<file path="src/rtl/ram_arbiter_if.sv">
// Bus bundle between the work-RAM arbiter and its environment.
// The environment side covers both requesters (CPU, video) and the RAM port.
interface ram_arbiter_if #(
    parameter int DATA_WIDTH = 8,
    parameter int ADDR_WIDTH = 9
);
    logic                  clear_start;
    logic                  clear_busy;
    logic                  cpu_req;
    logic                  cpu_we;
    logic [ADDR_WIDTH-1:0] cpu_addr;
    logic [DATA_WIDTH-1:0] cpu_wdata;
    logic                  cpu_gnt;
    logic                  cpu_rvalid;
    logic                  vid_req;
    logic [ADDR_WIDTH-1:0] vid_addr;
    logic                  vid_gnt;
    logic                  vid_rvalid;
    logic [DATA_WIDTH-1:0] rdata;
    logic [ADDR_WIDTH-1:0] ram_address;
    logic [DATA_WIDTH-1:0] ram_data;
    logic                  ram_wren;
    logic [DATA_WIDTH-1:0] ram_q;

    // Arbiter side
    modport slave (
        input  clear_start, cpu_req, cpu_we, cpu_addr, cpu_wdata,
               vid_req, vid_addr, ram_q,
        output clear_busy, cpu_gnt, cpu_rvalid, vid_gnt, vid_rvalid,
               rdata, ram_address, ram_data, ram_wren
    );

    // Requesters plus RAM side
    modport master (
        output clear_start, cpu_req, cpu_we, cpu_addr, cpu_wdata,
               vid_req, vid_addr, ram_q,
        input  clear_busy, cpu_gnt, cpu_rvalid, vid_gnt, vid_rvalid,
               rdata, ram_address, ram_data, ram_wren
    );
endinterface

</file>
<file path="src/rtl/ram_arbiter.sv">
// Round-robin arbiter sharing one work-RAM port between the CPU and the
// video fetch logic, with a sweep engine that fills the whole RAM with
// FILL_VALUE after reset or on a clear_start pulse.
module ram_arbiter #(
    parameter int                    DATA_WIDTH     = 8,
    parameter int                    ADDR_WIDTH     = 9,
    parameter bit                    CLEAR_ON_RESET = 1'b1,
    parameter logic [DATA_WIDTH-1:0] FILL_VALUE     = '0
) (
    input  logic          clock,
    input  logic          reset,
    ram_arbiter_if.slave  bus
);

    typedef enum logic {SWEEP, RUN} state_t;

    localparam logic [ADDR_WIDTH-1:0] LAST_ADDR = '1;

    state_t                state_reg;
    logic [ADDR_WIDTH-1:0] counter_reg;
    logic                  vid_next_reg;   // 1: video wins the next tie
    logic                  cpu_rvalid_reg;
    logic                  vid_rvalid_reg;
    logic [ADDR_WIDTH-1:0] addr_reg;       // last driven address, held when idle

    logic                  in_run;
    logic                  cpu_gnt_next;
    logic                  vid_gnt_next;
    logic [ADDR_WIDTH-1:0] addr_next;
    logic [DATA_WIDTH-1:0] data_next;
    logic                  wren_next;

    // Grant decision and RAM port muxing for the current cycle
    always_comb begin
        in_run       = (state_reg == RUN);
        cpu_gnt_next = in_run && bus.cpu_req && (!bus.vid_req || !vid_next_reg);
        vid_gnt_next = in_run && bus.vid_req && (!bus.cpu_req || vid_next_reg);
        addr_next    = addr_reg;
        data_next    = bus.cpu_wdata;
        wren_next    = 1'b0;
        if (!in_run) begin
            addr_next = counter_reg;
            data_next = FILL_VALUE;
            wren_next = 1'b1;
        end else if (cpu_gnt_next) begin
            addr_next = bus.cpu_addr;
            wren_next = bus.cpu_we;
        end else if (vid_gnt_next) begin
            addr_next = bus.vid_addr;
        end
    end

    // Sweep/run state, round-robin pointer and read-response strobes
    always_ff @(posedge clock or posedge reset) begin
        if (reset) begin
            state_reg      <= CLEAR_ON_RESET ? SWEEP : RUN;
            counter_reg    <= '0;
            vid_next_reg   <= 1'b0;
            cpu_rvalid_reg <= 1'b0;
            vid_rvalid_reg <= 1'b0;
            addr_reg       <= '0;
        end else begin
            addr_reg       <= addr_next;
            cpu_rvalid_reg <= cpu_gnt_next && !bus.cpu_we;
            vid_rvalid_reg <= vid_gnt_next;
            if (cpu_gnt_next || vid_gnt_next) begin
                vid_next_reg <= cpu_gnt_next;
            end
            case (state_reg)
                SWEEP: begin
                    counter_reg <= counter_reg + 1'b1;
                    if (counter_reg == LAST_ADDR) begin
                        state_reg <= RUN;
                    end
                end
                default: begin
                    if (bus.clear_start) begin
                        state_reg   <= SWEEP;
                        counter_reg <= '0;
                    end
                end
            endcase
        end
    end

    assign bus.cpu_gnt     = cpu_gnt_next;
    assign bus.vid_gnt     = vid_gnt_next;
    assign bus.cpu_rvalid  = cpu_rvalid_reg;
    assign bus.vid_rvalid  = vid_rvalid_reg;
    assign bus.clear_busy  = (state_reg == SWEEP);
    assign bus.rdata       = bus.ram_q;
    assign bus.ram_address = addr_next;
    assign bus.ram_data    = data_next;
    assign bus.ram_wren    = wren_next;

endmodule

</file>
<file path="src/flat_wrapper.sv">
// flat-port wrapper written by rule: the top's interface ports become plain ports
module ram_arbiter_flat 
#(
    parameter int                    DATA_WIDTH     = 8,
    parameter int                    ADDR_WIDTH     = 9,
    parameter bit                    CLEAR_ON_RESET = 1'b1,
    parameter logic [DATA_WIDTH-1:0] FILL_VALUE     = '0
)
  (clock, reset, bus_clear_start, bus_cpu_req, bus_cpu_we, bus_cpu_addr, bus_cpu_wdata, bus_vid_req, bus_vid_addr, bus_ram_q, bus_clear_busy, bus_cpu_gnt, bus_cpu_rvalid, bus_vid_gnt, bus_vid_rvalid, bus_rdata, bus_ram_address, bus_ram_data, bus_ram_wren);
  ram_arbiter_if #(.DATA_WIDTH(DATA_WIDTH), .ADDR_WIDTH(ADDR_WIDTH)) bus_i ();
  input  logic clock;
  input  logic reset;
  input wire logic [$bits(bus_i.clear_start)-1:0] bus_clear_start;
  input wire logic [$bits(bus_i.cpu_req)-1:0] bus_cpu_req;
  input wire logic [$bits(bus_i.cpu_we)-1:0] bus_cpu_we;
  input wire logic [$bits(bus_i.cpu_addr)-1:0] bus_cpu_addr;
  input wire logic [$bits(bus_i.cpu_wdata)-1:0] bus_cpu_wdata;
  input wire logic [$bits(bus_i.vid_req)-1:0] bus_vid_req;
  input wire logic [$bits(bus_i.vid_addr)-1:0] bus_vid_addr;
  input wire logic [$bits(bus_i.ram_q)-1:0] bus_ram_q;
  output wire logic [$bits(bus_i.clear_busy)-1:0] bus_clear_busy;
  output wire logic [$bits(bus_i.cpu_gnt)-1:0] bus_cpu_gnt;
  output wire logic [$bits(bus_i.cpu_rvalid)-1:0] bus_cpu_rvalid;
  output wire logic [$bits(bus_i.vid_gnt)-1:0] bus_vid_gnt;
  output wire logic [$bits(bus_i.vid_rvalid)-1:0] bus_vid_rvalid;
  output wire logic [$bits(bus_i.rdata)-1:0] bus_rdata;
  output wire logic [$bits(bus_i.ram_address)-1:0] bus_ram_address;
  output wire logic [$bits(bus_i.ram_data)-1:0] bus_ram_data;
  output wire logic [$bits(bus_i.ram_wren)-1:0] bus_ram_wren;
  assign bus_i.clear_start = bus_clear_start;
  assign bus_i.cpu_req = bus_cpu_req;
  assign bus_i.cpu_we = bus_cpu_we;
  assign bus_i.cpu_addr = bus_cpu_addr;
  assign bus_i.cpu_wdata = bus_cpu_wdata;
  assign bus_i.vid_req = bus_vid_req;
  assign bus_i.vid_addr = bus_vid_addr;
  assign bus_i.ram_q = bus_ram_q;
  assign bus_clear_busy = bus_i.clear_busy;
  assign bus_cpu_gnt = bus_i.cpu_gnt;
  assign bus_cpu_rvalid = bus_i.cpu_rvalid;
  assign bus_vid_gnt = bus_i.vid_gnt;
  assign bus_vid_rvalid = bus_i.vid_rvalid;
  assign bus_rdata = bus_i.rdata;
  assign bus_ram_address = bus_i.ram_address;
  assign bus_ram_data = bus_i.ram_data;
  assign bus_ram_wren = bus_i.ram_wren;
  ram_arbiter #(.DATA_WIDTH(DATA_WIDTH), .ADDR_WIDTH(ADDR_WIDTH), .CLEAR_ON_RESET(CLEAR_ON_RESET), .FILL_VALUE(FILL_VALUE)) u_core (.clock(clock), .reset(reset), .bus(bus_i));
endmodule
</file>
<file path="config.mk">
export PLATFORM = sky130hd
export DESIGN_NAME = ram_arbiter_flat
export DESIGN_NICKNAME = d
export VERILOG_FILES = /design/src/rtl/ram_arbiter_if.sv /design/src/rtl/ram_arbiter.sv /design/src/flat_wrapper.sv
export SDC_FILE = /design/constraint.sdc
export NUM_CORES = 1
export LEC_CHECK = 0
export ABC_CLOCK_PERIOD_IN_PS = 1600
export CORE_MARGIN = 1
export CORE_UTILIZATION = 38
export CTS_CLUSTER_DIAMETER = 30
export DETAILED_ROUTE_END_ITERATION = 10
export GPL_ROUTABILITY_DRIVEN = 0
export GPL_TIMING_DRIVEN = 0
export PLACE_DENSITY_LB_ADDON = 0.2
export SLEW_MARGIN = 20
export SYNTH_ARGS = -nofsm -noshare
export SYNTH_HDL_FRONTEND = slang
export SYNTH_SLANG_ARGS = --single-unit
export TNS_END_PERCENT = 1
</file>
<file path="constraint.sdc">
create_clock -name clock -period 1.6 [get_ports clock]
set_clock_uncertainty 0.05 [all_clocks]
set_input_delay 0.16 -clock clock [delete_from_list [all_inputs] [get_ports clock]]
set_output_delay 0.16 -clock clock [all_outputs]
set_load 0.02 [all_outputs]
</file>
# Yosys cells after proc, flatten, opt, wreduce, memory -nomap -nowiden
# Index checks and enable logic that the tools add are counted.
# word_totals
output_inout_bits	31
input_bits	40
register_bits	22
word_cells	33
# classes
bitwise_logic	1
eq_ne	2
muxes	11
addsub	1
n_reduce_logical	12
# ops
cell	n
$mux 9	5
$add 9x1->9 const B	1
$eq 9x9->1 const B	1
$mux 8	1
$logic_and 1x1->1	5
$mux 1	5
$logic_not 1->1	4
$logic_or 1x1->1	3
$ne 2x2->1 const B	1
$not 1->1	1

# Depth between registers and ports, before layout
# logic_depth
word_depth	6
mapped_depth	6
depth_no_buf	6

# Least setup slack after synthesis
# OpenSTA, ideal clock, no wires.
# synth_path
path_kind	reg-to-reg
from	register u_core.state_reg (netlist: u_core.in_run)
to	register u_core.vid_rvalid_reg (netlist: u_core.bus.vid_rvalid)
path_slack_ps	22
period_less_slack_ps	1578
arrival_ps	1340
path_stages_with_launch	5
path_buffers	2
t_required_ps	1362
cell_sequence	dfrtp_1 -> buf_2 -> inv_1 -> buf_2 -> nor3b_1
# synth_via
elab_chain_cells	2
# synth_rtl
element	line	text
start, declared	ram_arbiter.sv:19	state_t state_reg;
start signal, assigned	ram_arbiter.sv:56	state_reg <= CLEAR_ON_RESET ? SWEEP : RUN;
$logic_and 1x1->1 (2 in a row)	ram_arbiter.sv:37	vid_gnt_next = in_run && bus.vid_req && (!bus.cpu_req || vid_next_reg);
named net bus_vid_gnt	flat_wrapper.sv:24	output wire logic [$bits(bus_i.vid_gnt)-1:0] bus_vid_gnt;
end signal, assigned	ram_arbiter.sv:65	vid_rvalid_reg <= vid_gnt_next;
end, declared	ram_arbiter.sv:23	logic vid_rvalid_reg;
# The timed path passes the listed nets, and every way through them passes these cells.
# A chain may end at the register's enable or synchronous reset.

# Worst setup path after layout
# layout_path
from	register u_core.vid_next_reg
to	output port bus_ram_address[3]
# layout_via
elab_chain_cells	5
# layout_rtl
element	line	text
start, declared	ram_arbiter.sv:21	logic vid_next_reg;
start signal, assigned	ram_arbiter.sv:67	vid_next_reg <= cpu_gnt_next;
$logic_or 1x1->1 / $logic_not 1->1 (equally long branches)	ram_arbiter.sv:37, ram_arbiter.sv:36	
$logic_and 1x1->1 / $logic_or 1x1->1 (equally long branches)	ram_arbiter.sv:37, ram_arbiter.sv:36	
$mux 9 / $logic_and 1x1->1 (equally long branches)	ram_arbiter.sv:48, ram_arbiter.sv:36	
$mux 9 (*)	ram_arbiter.sv:45	end else if (cpu_gnt_next) begin
$mux 9 (*)	ram_arbiter.sv:41	if (!in_run) begin
end, declared	flat_wrapper.sv:27	output wire logic [$bits(bus_i.ram_address)-1:0] bus_ram_address;
# Every way passes the cells marked *; elsewhere a longest branch is shown, timed or not.

==> flow_summary.yaml <==
route:
  drc_errors: 0
  wl_mm: 4.03
  antenna_left: 0
  vias_per_cell: 5.13
  wl_per_cell_um: 16.0
  drt_first_iter_violations: 82
  dr.pass1.iters: 4
  vias: 1294
grt:
  grt_pass1_vias: 1225
  grt.total_usage_pct: 21.2
  antenna_found_initial: 0
  overflow: 0
  grt_pass1_wl_mm: 5.69
  grt_max_degree: 23
cts:
  cts_tree: "built"
  cts.reportedPaths.clkPinSlew_ns: 0.12
  numCtsBuffers: 3
  htreeDepth: 1
  hold_buffers: 0
  root_buffer: "clkbuf_4"
  clk_latency_ns: 0.31
  clock_path_buffers: 2
  cts_sinks: 22
floorplan:
  die_area_mm2: 0.00360
  rows: 20
  die_w_um: 60.0
  io_pins: 71
  die_h_um: 60.0
  core-area_mm2: 0.00313
  start_util_pct: 40.9
final_layout:
  final_cell_mix: "38 x clkdlybuf4s50_1, 23 x buf_4, 19 x dfrtp_1, 17 x nand2_1, 11 x buf_2"
  drive_above_1_share_pct: 37.5
  area_growth_pct: 69.0
  final_common_cell: "clkdlybuf4s50_1"
  n_antenna_cell: 0
  fin_nets: 251
  fillerInstances: 240
placement:
  dp_hpwl_mm: 2.66
  io_buffers: 61
worst_hold_path:
  hold_path_class: "in -> reg"
logic_synthesis:
  avgSynthCellArea_um2: 9.48
  synth.distinct_cells: 38
  ys_seq_elements: 22
  netlist_instances: 135
  yosysSeqAreaShare_pct: 43.0
  synth_nets: 177
  synth_area_mm2: 0.00128
  yosys_warnings: 0
pwr:
  p_comb_share_pct: 47.5
  p_per_area_mw_per_mm2: 1080
  p_seq_share_pct: 38.9
  intPower_mw: 1.44
  p_sw_share_pct: 38.4
  netSwitchingPower_uw: 896
  p_total_mw: 2.33
  p_leak_nw: 0.898
  clockPowerShare_pct: 13.6
  vdd_drop_max_mv: 0.675
sta:
  slew_headroom_pct: 42.5
  setup_viol: 10
  period_needed_ns: 1.73
  rsz0062_at_grt: "true"
  worst_slew_pin_slew_ns: 0.862
  timing.hold.ws_ns: 0.183
  clock.fmax_ghz: 0.579
  fin_crit_sh_pct: 108
  setup_slack_ns: -0.126
  finalHoldViolCount: 0
  drv_slew: 0
critical_path:
  arrival_ns: 1.52
  start_kind: "flop"
  setup.worst_path.class: "reg -> out"
  setup.worst_path.end_class: "primary output"
  crit_path_max_fanout: 5
  cp.required_ns: 1.39
run_status:
  status: "complete, but fails checks"
  violations: "setup timing"
flow_run:
  drv_cap: 0
## synthesized netlist by cell type, drive strengths merged
master	number	area share (%)
nand2b	1	0.49
mux2i	1	0.78
nor2b	2	0.98
inv	6	1.8
a21bo	1	0.78
and2	8	3.9
o21bai	1	0.59
nand2	17	5.0
a21oi	1	0.39
nor3	2	0.78
or2b	1	0.59
xnor2	2	1.4
a41oi	1	0.68
xor2	1	0.68
a21boi	1	0.59
o41ai	1	0.68
ha	2	2.0
or2	1	0.49
nor3b	9	5.3
nand4	1	0.98
o21ai	3	1.2
o311ai	1	0.68
nand3	2	0.78
o2bb2ai	3	2.1
or3	1	0.49
dfrtp	22	43
a31oi	1	0.49
o22ai	8	3.9
clkbuf	3	0.88
o221ai	8	5.5
buf	16	8.8
nand3b	1	0.59
nor2	3	0.88
o31ai	1	0.59
nor4	2	1.5
## cells by family (layout without fill, tap and decap cells)
| logic type | Yosys count | count (layout) | share of synthesized area (%) |
|---|---|---|---|
| AND/OR/NAND/NOR | 51 | 51 | 22.7 |
| AO/OA/AOI/OAI | 31 | 32 | 18.1 |
| buffers and inverters | 25 | 97 | 11.4 |
| flip-flops | 22 | 22 | 43.0 |
| XOR/XNOR | 3 | 3 | 2.05 |
| adder cells (fa/ha/maj) | 2 | 2 | 1.95 |
| multiplexers | 1 | 1 | 0.782 |
## area by class of cell
| cell class | count | area, um^2 | area share, % |
|---|---|---|---|
| plain buffers | 18 | 155 | 7.17 |
| flip-flops and latches | 22 | 554 | 25.6 |
| well taps | 44 | 55.1 | 2.54 |
| clock buffers | 4 | 36.3 | 1.68 |
| repair buffers | 69 | 601 | 27.8 |
| inverters | 6 | 22.5 | 1.04 |
| multi-input cells | 89 | 739 | 34.2 |
## critical path, cell delays in order (launching register included)
cell	delay (ns)
dfrtp_2	0.48
a21bo_4	0.27
o221ai_2	0.18
o22ai_2	0.11
buf_4	0.17
## layer usage
| metal | track usage, % | vias up | part of all wire (%) |
|---|---|---|---|
| met1 | 29.5 | 600 | 44 |
| met4 | 8.31 | 0 | 1.8 |
| met2 | 33.5 | 61 | 49 |
| met5 | 0 | - | 0 |
| li1 | - | 625 | - |
| met3 | 2.81 | 8 | 4.9 |
## path summary, 6_finish.rpt
check                                   endpoint             startpoint  slack, ns  depth (start not counted)
max                           bus_ram_address[3]    u_core.vid_next_reg      -0.13                          4
min                        u_core.counter_reg[3]        bus_clear_start       0.18                          2
max reg2reg                u_core.counter_reg[8]  u_core.counter_reg[1]       0.09                          6
min reg2reg                u_core.counter_reg[7]  u_core.counter_reg[7]       0.44                          1
max in group asynchronous  u_core.counter_reg[1]                  reset       0.65                          2
min in group asynchronous     u_core.addr_reg[6]                  reset       0.26                          2
## power groups by stage
stage / Sequential [mW] / Combinational, mW / Clock, mW
2_1_floorplan: 0.848 / 0.587 / 0
3_3_place_gp: 0.868 / 0.939 / 0
3_5_place_dp: 0.882 / 0.967 / 0
4_1_cts: 0.878 / 0.987 / 0.323
5_1_grt: 0.930 / 1.19 / 0.350
6_report: 0.907 / 1.11 / 0.318
## what timing repair did
item                       4_1_cts  5_1_grt
setup endpoints to repair       22       16
gates resized for setup        114       37
gates cloned                     0        2
buffers inserted                 4        3
hold endpoints to repair         0        0
pin swaps                        8        8
## stage by stage
| stage | area [um^2] | setup slack, ns | setup TNS, ns | std cells | util, % |
|---|---|---|---|---|---|
| 2_1_floorplan | 1280 | 0.0215 | 0 | 135 | - |
| 3_3_place_gp | 1950 | -0.684 | -8.79 | 240 | 62.2 |
| 3_5_place_dp | 1950 | -0.700 | -9.74 | 240 | 62.2 |
| 4_1_cts | 1990 | -0.107 | -1.02 | 247 | 63.6 |
| 5_1_grt | 2160 | -0.231 | -1.88 | 252 | 69.2 |
| 6_report | 2160 | -0.126 | -1.03 | 252 | 69.2 |
(Power assumes the default switching activity.)
